<file path="config.mk">
export PLATFORM = sky130hd
export DESIGN_NAME = bsg_mesh_router_output_alloc_rr
export DESIGN_NICKNAME = d
export VERILOG_FILES = /design/src/rtl/bsg_mesh_router_pkg.sv /design/src/rtl/bsg_mesh_router_rr_pick.sv /design/src/rtl/bsg_mesh_router_output_alloc_rr.sv
export SDC_FILE = /design/constraint.sdc
export NUM_CORES = 1
export LEC_CHECK = 0
export ABC_CLOCK_PERIOD_IN_PS = 21500
export CORE_ASPECT_RATIO = 1.75
export CORE_MARGIN = 4
export CORE_UTILIZATION = 45
export DETAILED_ROUTE_END_ITERATION = 7
export PLACE_DENSITY = 0.66
export SLEW_MARGIN = 40
export SYNTH_ARGS = -nofsm -noshare
export SYNTH_HDL_FRONTEND = slang
export SYNTH_SLANG_ARGS = --single-unit
export TNS_END_PERCENT = 20
</file>
<file path="constraint.sdc">
create_clock -name clk_i -period 21.5 [get_ports clk_i]
set_clock_uncertainty 0.2 [all_clocks]
set_input_delay 6.45 -clock clk_i [delete_from_list [all_inputs] [get_ports clk_i]]
set_output_delay 6.45 -clock clk_i [all_outputs]
set_load 0.02 [all_outputs]
</file>
<file path="src/rtl/bsg_mesh_router_pkg.sv">
// ============================================================================
// bsg_mesh_router_pkg
//   Shared types for the mesh router allocator and arbiters.
//   Rev 1.0
// ============================================================================
`default_nettype none

package bsg_mesh_router_pkg;

    typedef enum logic {
        e_alloc_idle = 1'b0,
        e_alloc_busy = 1'b1
    } alloc_state_e;

endpackage

`default_nettype wire

</file>
<file path="src/rtl/bsg_mesh_router_rr_pick.sv">
// ============================================================================
// bsg_mesh_router_rr_pick
//   Combinational rotate-priority pick: first set bit after last_i, wrapping.
//   Rev 1.0
// ============================================================================
`default_nettype none

module bsg_mesh_router_rr_pick
    import bsg_mesh_router_pkg::*;
#(
    parameter int dirs_p    = 5,
    parameter int lg_dirs_p = (dirs_p > 1) ? $clog2(dirs_p) : 1
) (
    input  logic [lg_dirs_p-1:0] last_i,
    input  logic [dirs_p-1:0]    e_i,
    output logic [lg_dirs_p-1:0] sel_o,
    output logic                 v_o,
    output logic [dirs_p-1:0]    onehot_o
);

    logic w_found;

    // Scan last_i+1 .. last_i+dirs_p so the most recent winner is tried last.
    always_comb begin
        w_found = 1'b0;
        sel_o   = '0;
        for (int k = 1; k <= dirs_p; k++) begin
            if (!w_found && e_i[(int'(last_i) + k) % dirs_p]) begin
                w_found = 1'b1;
                sel_o   = lg_dirs_p'((int'(last_i) + k) % dirs_p);
            end
        end
    end

    assign v_o      = w_found;
    assign onehot_o = {{(dirs_p-1){1'b0}}, w_found} << sel_o;

endmodule

`default_nettype wire

</file>
<file path="src/rtl/bsg_mesh_router_output_alloc_rr.sv">
// ============================================================================
// bsg_mesh_router_output_alloc_rr
//   Wormhole round-robin allocator for one router output port.
//   Rev 1.0
// ============================================================================
`default_nettype none

module bsg_mesh_router_output_alloc_rr
    import bsg_mesh_router_pkg::*;
#(
    parameter int                dirs_p      = 5,
    parameter int                len_width_p = 4,
    parameter logic [dirs_p-1:0] in_mask_p   = '0
) (
    input  logic                          clk_i,
    input  logic                          reset_n_i,
    input  logic [dirs_p-1:0]             v_i,
    input  logic [dirs_p-1:0]             req_i,
    input  logic [dirs_p*len_width_p-1:0] len_i,
    input  logic                          ready_i,
    output logic                          v_o,
    output logic [dirs_p-1:0]             grant_o,
    output logic [dirs_p-1:0]             yumi_o,
    output logic                          busy_o
);

    localparam int                     c_LG_DIRS    = (dirs_p > 1) ? $clog2(dirs_p) : 1;
    localparam logic [c_LG_DIRS-1:0]   c_LAST_RESET = c_LG_DIRS'(dirs_p - 1);
    localparam logic [len_width_p-1:0] c_CNT_ONE    = len_width_p'(1);

    alloc_state_e           state_q, state_d;
    logic [c_LG_DIRS-1:0]   owner_q, owner_d;
    logic [c_LG_DIRS-1:0]   last_q,  last_d;
    logic [len_width_p-1:0] cnt_q,   cnt_d;

    logic [dirs_p-1:0]      w_elig;
    logic [c_LG_DIRS-1:0]   w_sel;
    logic                   w_any;
    logic [dirs_p-1:0]      w_sel_oh;
    logic [dirs_p-1:0]      w_owner_oh;
    logic [len_width_p-1:0] w_sel_len;
    logic                   w_v;
    logic                   w_owner_hs;
    logic [dirs_p-1:0]      w_grant;
    logic [dirs_p-1:0]      w_yumi;

    assign w_elig     = req_i & ~in_mask_p;
    assign w_sel_len  = len_i[int'(w_sel)*len_width_p +: len_width_p];
    assign w_owner_oh = {{(dirs_p-1){1'b0}}, 1'b1} << owner_q;
    assign w_owner_hs = v_i[owner_q] & ready_i;

    bsg_mesh_router_rr_pick #(
        .dirs_p    (dirs_p),
        .lg_dirs_p (c_LG_DIRS)
    ) u_pick (
        .last_i   (last_q),
        .e_i      (w_elig),
        .sel_o    (w_sel),
        .v_o      (w_any),
        .onehot_o (w_sel_oh)
    );

    always_comb begin
        state_d = state_q;
        owner_d = owner_q;
        cnt_d   = cnt_q;
        last_d  = last_q;
        w_v     = 1'b0;
        w_grant = '0;
        w_yumi  = '0;
        case (state_q)
            e_alloc_idle: begin
                w_v     = w_any;
                w_grant = w_sel_oh;
                w_yumi  = w_sel_oh & {dirs_p{ready_i}};
                // A zero-length packet is just the header; stay free to re-arbitrate.
                if (w_any && ready_i) begin
                    last_d = w_sel;
                    if (w_sel_len != '0) begin
                        state_d = e_alloc_busy;
                        owner_d = w_sel;
                        cnt_d   = w_sel_len;
                    end
                end
            end
            e_alloc_busy: begin
                w_v     = v_i[owner_q];
                w_grant = w_owner_oh;
                w_yumi  = w_owner_oh & {dirs_p{w_owner_hs}};
                if (w_owner_hs) begin
                    cnt_d = cnt_q - c_CNT_ONE;
                    if (cnt_q == c_CNT_ONE) begin
                        state_d = e_alloc_idle;
                    end
                end
            end
            default: state_d = e_alloc_idle;
        endcase
    end

    always_ff @(posedge clk_i or negedge reset_n_i) begin
        if (!reset_n_i) begin
            state_q <= e_alloc_idle;
            owner_q <= '0;
            cnt_q   <= '0;
            last_q  <= c_LAST_RESET;
        end else begin
            state_q <= state_d;
            owner_q <= owner_d;
            cnt_q   <= cnt_d;
            last_q  <= last_d;
        end
    end

    assign v_o     = w_v & reset_n_i;
    assign grant_o = w_grant & {dirs_p{reset_n_i}};
    assign yumi_o  = w_yumi & {dirs_p{reset_n_i}};
    assign busy_o  = (state_q == e_alloc_busy) & reset_n_i;

`ifndef SYNTHESIS
    logic [dirs_p-1:0]             v_prev_q;
    logic [dirs_p-1:0]             yumi_prev_q;
    logic [dirs_p*len_width_p-1:0] len_prev_q;

    always_ff @(posedge clk_i or negedge reset_n_i) begin
        if (!reset_n_i) begin
            v_prev_q    <= '0;
            yumi_prev_q <= '0;
            len_prev_q  <= '0;
        end else begin
            v_prev_q    <= v_i;
            yumi_prev_q <= yumi_o;
            len_prev_q  <= len_i;
        end
    end

    // A waiting head flit must not change its length field until dequeued.
    always_ff @(posedge clk_i) begin
        if (reset_n_i) begin
            assert ($onehot0(grant_o));
            assert ((yumi_o & ~grant_o) == '0);
            if (busy_o) assert (grant_o == w_owner_oh);
            for (int i = 0; i < dirs_p; i++) begin
                if (v_prev_q[i] && !yumi_prev_q[i] && v_i[i])
                    assert (len_i[i*len_width_p +: len_width_p] ==
                            len_prev_q[i*len_width_p +: len_width_p]);
            end
        end
    end
`endif

endmodule

`default_nettype wire
</file>
-- Word level (Yosys, flattened, before mapping)
Index checks and enable logic that the tools add are counted.
- $add $sub $neg: 6
- div/mod/pow operators: 5
- order comparisons: 6
- equality and inequality tests: 4
- shift-type cells: 3
- multiplexer cells: 39
- bitwise operators: 8
- reduce and logical (&&, ||, !) cells: 13
- operators by type and width (cell ; count):
    $lt A32 B5 Y1 const B ; 5
    $mod A32 B4 Y32 const B ; 5
    $and A5 B5 Y5 ; 4
    $mux W1 ; 20
    $pmux W5 S2 ; 2
    $shiftx A20 B6 Y4 ; 1
    $bmux W1 S3 ; 6
    $mux W3 ; 5
    $mux W4 ; 3
    $add A3 B2 Y4 const B ; 2
    $add A3 B3 Y4 const B ; 2
    $pmux W4 S2 ; 1
    $reduce_and A3 Y1 ; 2
    $logic_and A1 B1 Y1 ; 5
    $shl A1 B3 Y5 ; 1
    $shl A1 B3 Y5 const A ; 1
    $add A3 B1 Y4 const B ; 1
    $eq A4 B1 Y1 const B ; 1
    $logic_not A1 Y1 ; 4
    $lt A3 B4 Y1 const B ; 1
    $ne A2 B2 Y1 const B ; 2
    $pmux W1 S2 ; 2
    $reduce_bool A4 Y1 ; 1
    $sub A4 B1 Y4 const B ; 1
    other kinds (4) ; 6
- bits in registers: 11
- output and inout bits: 12
- word-level logic and storage cells: 88

-- Longest topological paths before layout
- word-level depth: 23
- mapped depth: 23
- gate-level depth less buffers: 19

-- Modules after synthesis
Synthesis repeated with hierarchy kept, for this count alone.
- cells, all modules: 384
- area total of the unflattened synthesis: 3094.2 µm²
- modules (own cells, without submodules) (module ; instances ; cells an instance ; area each (µm²) ; sequential area each (µm²)):
    bsg_mesh_router_rr_pick ; 1 ; 257 ; 2025.7 ; 0.0
    bsg_mesh_router_output_alloc_rr ; 1 ; 127 ; 1068.5 ; 276.5

-- Worst setup path after synthesis
Ideal clock, no wire load.
- path type: input port to output port
- start: in req_i[3]
- end: out yumi_o[0]
- data arrival time: 9.479 ns
- slack: 5.371 ns
- stages: 13
- cell sequence: clkbuf_1 -> nor2b_1 -> o21ai_0 -> a311o_1 -> a221o_1 -> o21ai_2 -> nor4_4 -> a311o_1 -> and2_1 -> buf_6 -> nor2_1 -> a22o_1 -> nor2b_1
- longest elaborated chain between the ends: 20
- elaborated cells on any way between the ends: 37
- classes of those cells: shift: 1; mux: 26; bitwise: 2; reduce/logical: 8
- RTL lines (item ; RTL line ; source):
    from (decl) ; bsg_mesh_router_output_alloc_rr.sv:18 ; input logic [dirs_p-1:0] req_i,
    $bmux W1 S3 ; bsg_mesh_router_rr_pick.sv:28 ; if (!w_found && e_i[(int'(last_i) + k) % dirs_p]) begin
    $mux W1 (implied by the code) (2 in a row) ; bsg_mesh_router_rr_pick.sv:28 ;
    $mux W1 ; bsg_mesh_router_rr_pick.sv:28 ;
    $logic_not A1 Y1 ; bsg_mesh_router_rr_pick.sv:28 ;
    $logic_and A1 B1 Y1 ; bsg_mesh_router_rr_pick.sv:28 ;
    $mux W1 ; bsg_mesh_router_rr_pick.sv:28 ;
    $logic_not A1 Y1 ; bsg_mesh_router_rr_pick.sv:28 ;
    $logic_and A1 B1 Y1 ; bsg_mesh_router_rr_pick.sv:28 ;
    (+3 left out) ; n/a ;
    $mux W1 ; bsg_mesh_router_rr_pick.sv:28 ;
    $logic_not A1 Y1 ; bsg_mesh_router_rr_pick.sv:28 ;
    $logic_and A1 B1 Y1 ; bsg_mesh_router_rr_pick.sv:28 ;
    $mux W1 / $mux W3 (equally long branches) ; bsg_mesh_router_rr_pick.sv:28 ;
    $shl A1 B3 Y5 (*) ; bsg_mesh_router_rr_pick.sv:36 ; assign onehot_o = {{(dirs_p-1){1'b0}}, w_found} << sel_o;
    $and A5 B5 Y5 (*) ; bsg_mesh_router_output_alloc_rr.sv:75 ; w_yumi = w_sel_oh & {dirs_p{ready_i}};
    $pmux W5 S2 (*) ; bsg_mesh_router_output_alloc_rr.sv:71 ; case (state_q)
    $and A5 B5 Y5 (*) ; bsg_mesh_router_output_alloc_rr.sv:117 ; assign yumi_o = w_yumi & {dirs_p{reset_n_i}};
    to (decl) ; bsg_mesh_router_output_alloc_rr.sv:23 ; output logic [dirs_p-1:0] yumi_o,
Every way passes the cells marked *; elsewhere a longest branch is shown, timed or not. The select of a mux whose other input is x is not followed.

-- Worst setup path after layout
Ends and elaborated chain as after synthesis.

==> impl_metrics.tcl <==
set metrics [dict create \
    outcome "complete, no violations" \
    num_vias 3420 \
    drt-vias-per-instance 6.50 \
    initial_core_util_pct 46.0 \
    drc_errors 0 \
    cts_buffer_depth 2 \
    startpoint "req_i[3]" \
    crit_path_end_kind "primary output" \
    synthSimpleGateAreaFrac_pct 25.2 \
    critPathKind "input port to primary output" \
    grt_max_degree 30 \
    tritoncts "built" \
    io_pins 45 \
    cap_violations 0 \
    layout_min_cycle_time_ns 17.27 \
    wl_um 10000 \
    startpoint_type "input port" \
    coreArea_mm2 0.00681 \
    relSlewSlack_pct 56.3 \
    clk_pin_slew_worst_paths_ns 0.04 \
    worst_slew_pin_slew_ns 0.649 \
    fillers 686 \
    synth_area_per_cell_um2 7.54 \
    grt_pass1_wl_um 16200 \
    synth_edf_count 0 \
    worstPathArrival_ns 10.62 \
    yosys_register_bits 11 \
    synth_xor_area_share_pct 3.52 \
    reg2reg_from "last_q[0]" \
    clockRootBuffer "clkbuf_16" \
    rrSetupSlack_ns 15.31 \
    synth-compound-area-share_pct 38.0 \
    nNetsFinal 499 \
    die_area_mm2 0.00840 \
    hpwl_um 8140 \
    yosysUniqueCellTypes 83 \
    period_share_pct 80.3 \
    first_pass_iters 5 \
    io_buffers 44 \
    synth_top_family_by_area "compound AO/OA/AOI/OAI gates" \
    rsz0062_at_grt "false" \
    overflow 0 \
    ant_nets 0 \
    area_growth_pct 16.9 \
    post-synth-top-count-cell "nand2_1" \
    synth_top_area_cell "ha_1" \
    worstPathMaxFanout 9 \
    synth_warnings 0 \
    synth.area.top_cells "ha_1 9.2%, dfrtp_1 8.0%, nand2_1 4.2%" \
    hold_violations 0 \
    cts_resized 0 \
    cts-hold-fix-buffers 0 \
    ys_seq_area_share_pct 8.84 \
    clock-sinks 11 \
    syn_nets 471 \
    synth.mux.area_fraction_pct 8.20 \
    cts_max_level 1 \
    worstHoldStart "cnt_q[1]" \
    clk-insertion-delay-late_ns 0.24 \
    synthTopCellsByCount "35 x nand2_1, 25 x inv_1, 25 x nor2_1" \
    finalMaxSlewViolations 0 \
    syn_area_mm2 0.00313 \
    synthDominantCellAreaShare_pct 9.20 \
    max_freq_mhz 57.9 \
    die-height_um 118 \
    cts_buffers 3 \
    diodes 0 \
    cts_setup_buffers 0 \
    fin_tns_setup_ns 0 \
    syn_inst 415 \
    rows 40 \
    cp.required_ns 14.85 \
    drive_above_1_share_pct 7.69 \
    gp_congestion 0.921 \
    grtUsageTotal_pct 23.3 \
    synth_ff_type "dfrtp_1" \
    drt_iter0_markers 224 \
    hp-class "register to register" \
    wire_per_inst_um 19.0 \
    synthArstFlopShare_pct 100 \
    antenna_found_initial 0 \
    die_x_um 71.0 \
    synth-adder-area-share_pct 9.20 \
    grt_pass1_vias 3435 \
    final-setup-viol-count 0 \
]
stage by stage:
step	instances	hold WS, ns	setup slack, ns	utilization, %	instance area [um2]
after detailed placement	522	0.375	4.30	52.6	3580
after global routing	526	0.413	3.94	53.7	3660
after floorplan	415	0.332	5.37	-	3130
final	526	0.382	4.23	53.7	3660
after global placement	522	0.375	4.40	52.6	3580
after CTS	526	0.383	4.28	53.7	3660
kinds of logic (layout without fill, tap and decap cells):
kind of cell    after synthesis  in the layout
compound gates              153            153
simple gates                147            147
buf+inv                      51             78
fa+ha+maj                    23             23
mux                          20             20
flops                        11             11
xor+xnor                     10             10
cell usage in the layout (no fill, tap or decap), types with 5 or more instances in the layout:
cell type        count
mux2i_1             11
ha_1                23
nand4_1              6
nand2_1             35
nor3_1              13
or4_1                5
a21oi_1             21
nor4_1               5
and2_1               6
clkdlybuf4s50_1     44
dfrtp_1             10
o31ai_1              8
and3_1               5
a21o_1               7
a32o_1               5
xnor2_1              7
a211oi_1             7
a31oi_1              5
o21ai_1              5
inv_1               25
o211ai_1             8
nor2b_1             11
nand3_1             10
o21ai_0             18
o211a_1              7
nor2_1              25
a221o_1              5
worst max-delay path: stages:
cell and delay, ns:
clkdlybuf4s50_1 0.68, nor2b_1 0.23, o21ai_0 0.12, a311o_1 0.38
a221o_1 0.33, o21ai_2 0.29, nor4_4 0.12, and2_1 0.21
a211o_1 0.42, nor2_1 0.43, a22o_1 0.22, nor2b_1 0.13
clkdlybuf4s50_1 0.61
sequential cells by signal, indices dropped and copies added (netlist names):
register  flops
state_q       1
last_q        3
owner_q       3
cnt_q         4
layer usage:
layer / global-route usage (%) / wire length [um] / part of all wire, % / vias to the layer above
li1: - / - / - / 1660
met1: 23.1 / 3640 / 36 / 1612
met2: 45.5 / 5490 / 55 / 117
met3: 2.13 / 351 / 3.5 / 31
met4: 12.2 / 510 / 5.1 / 0
met5: 0 / 0 / 0 / -
layout make-up:
| type | instances | area, um2 | area share, % |
|---|---|---|---|
| clock buffer | 4 | 78.8 | 2.16 |
| inverter | 28 | 108 | 2.94 |
| multi-input combinational | 353 | 2630 | 72.0 |
| sequential | 11 | 277 | 7.56 |
| tap | 84 | 105 | 2.87 |
| timing repair buffer | 46 | 455 | 12.5 |
final timing paths:
| check | end | cells after the start |
|---|---|---|
| max in group asynchronous | last_q[2] | 1 |
| min in group asynchronous | cnt_q[1] | 1 |
| worst max-delay path | yumi_o[0] | 13 |
| worst max register to register | owner_q[1] | 20 |
| worst min register to register | cnt_q[1] | 1 |
| worst min-delay path | cnt_q[1] | 1 |
Power is not shown: default switching activity piles up to over one toggle a cycle in this logic, so the estimate is an artifact.
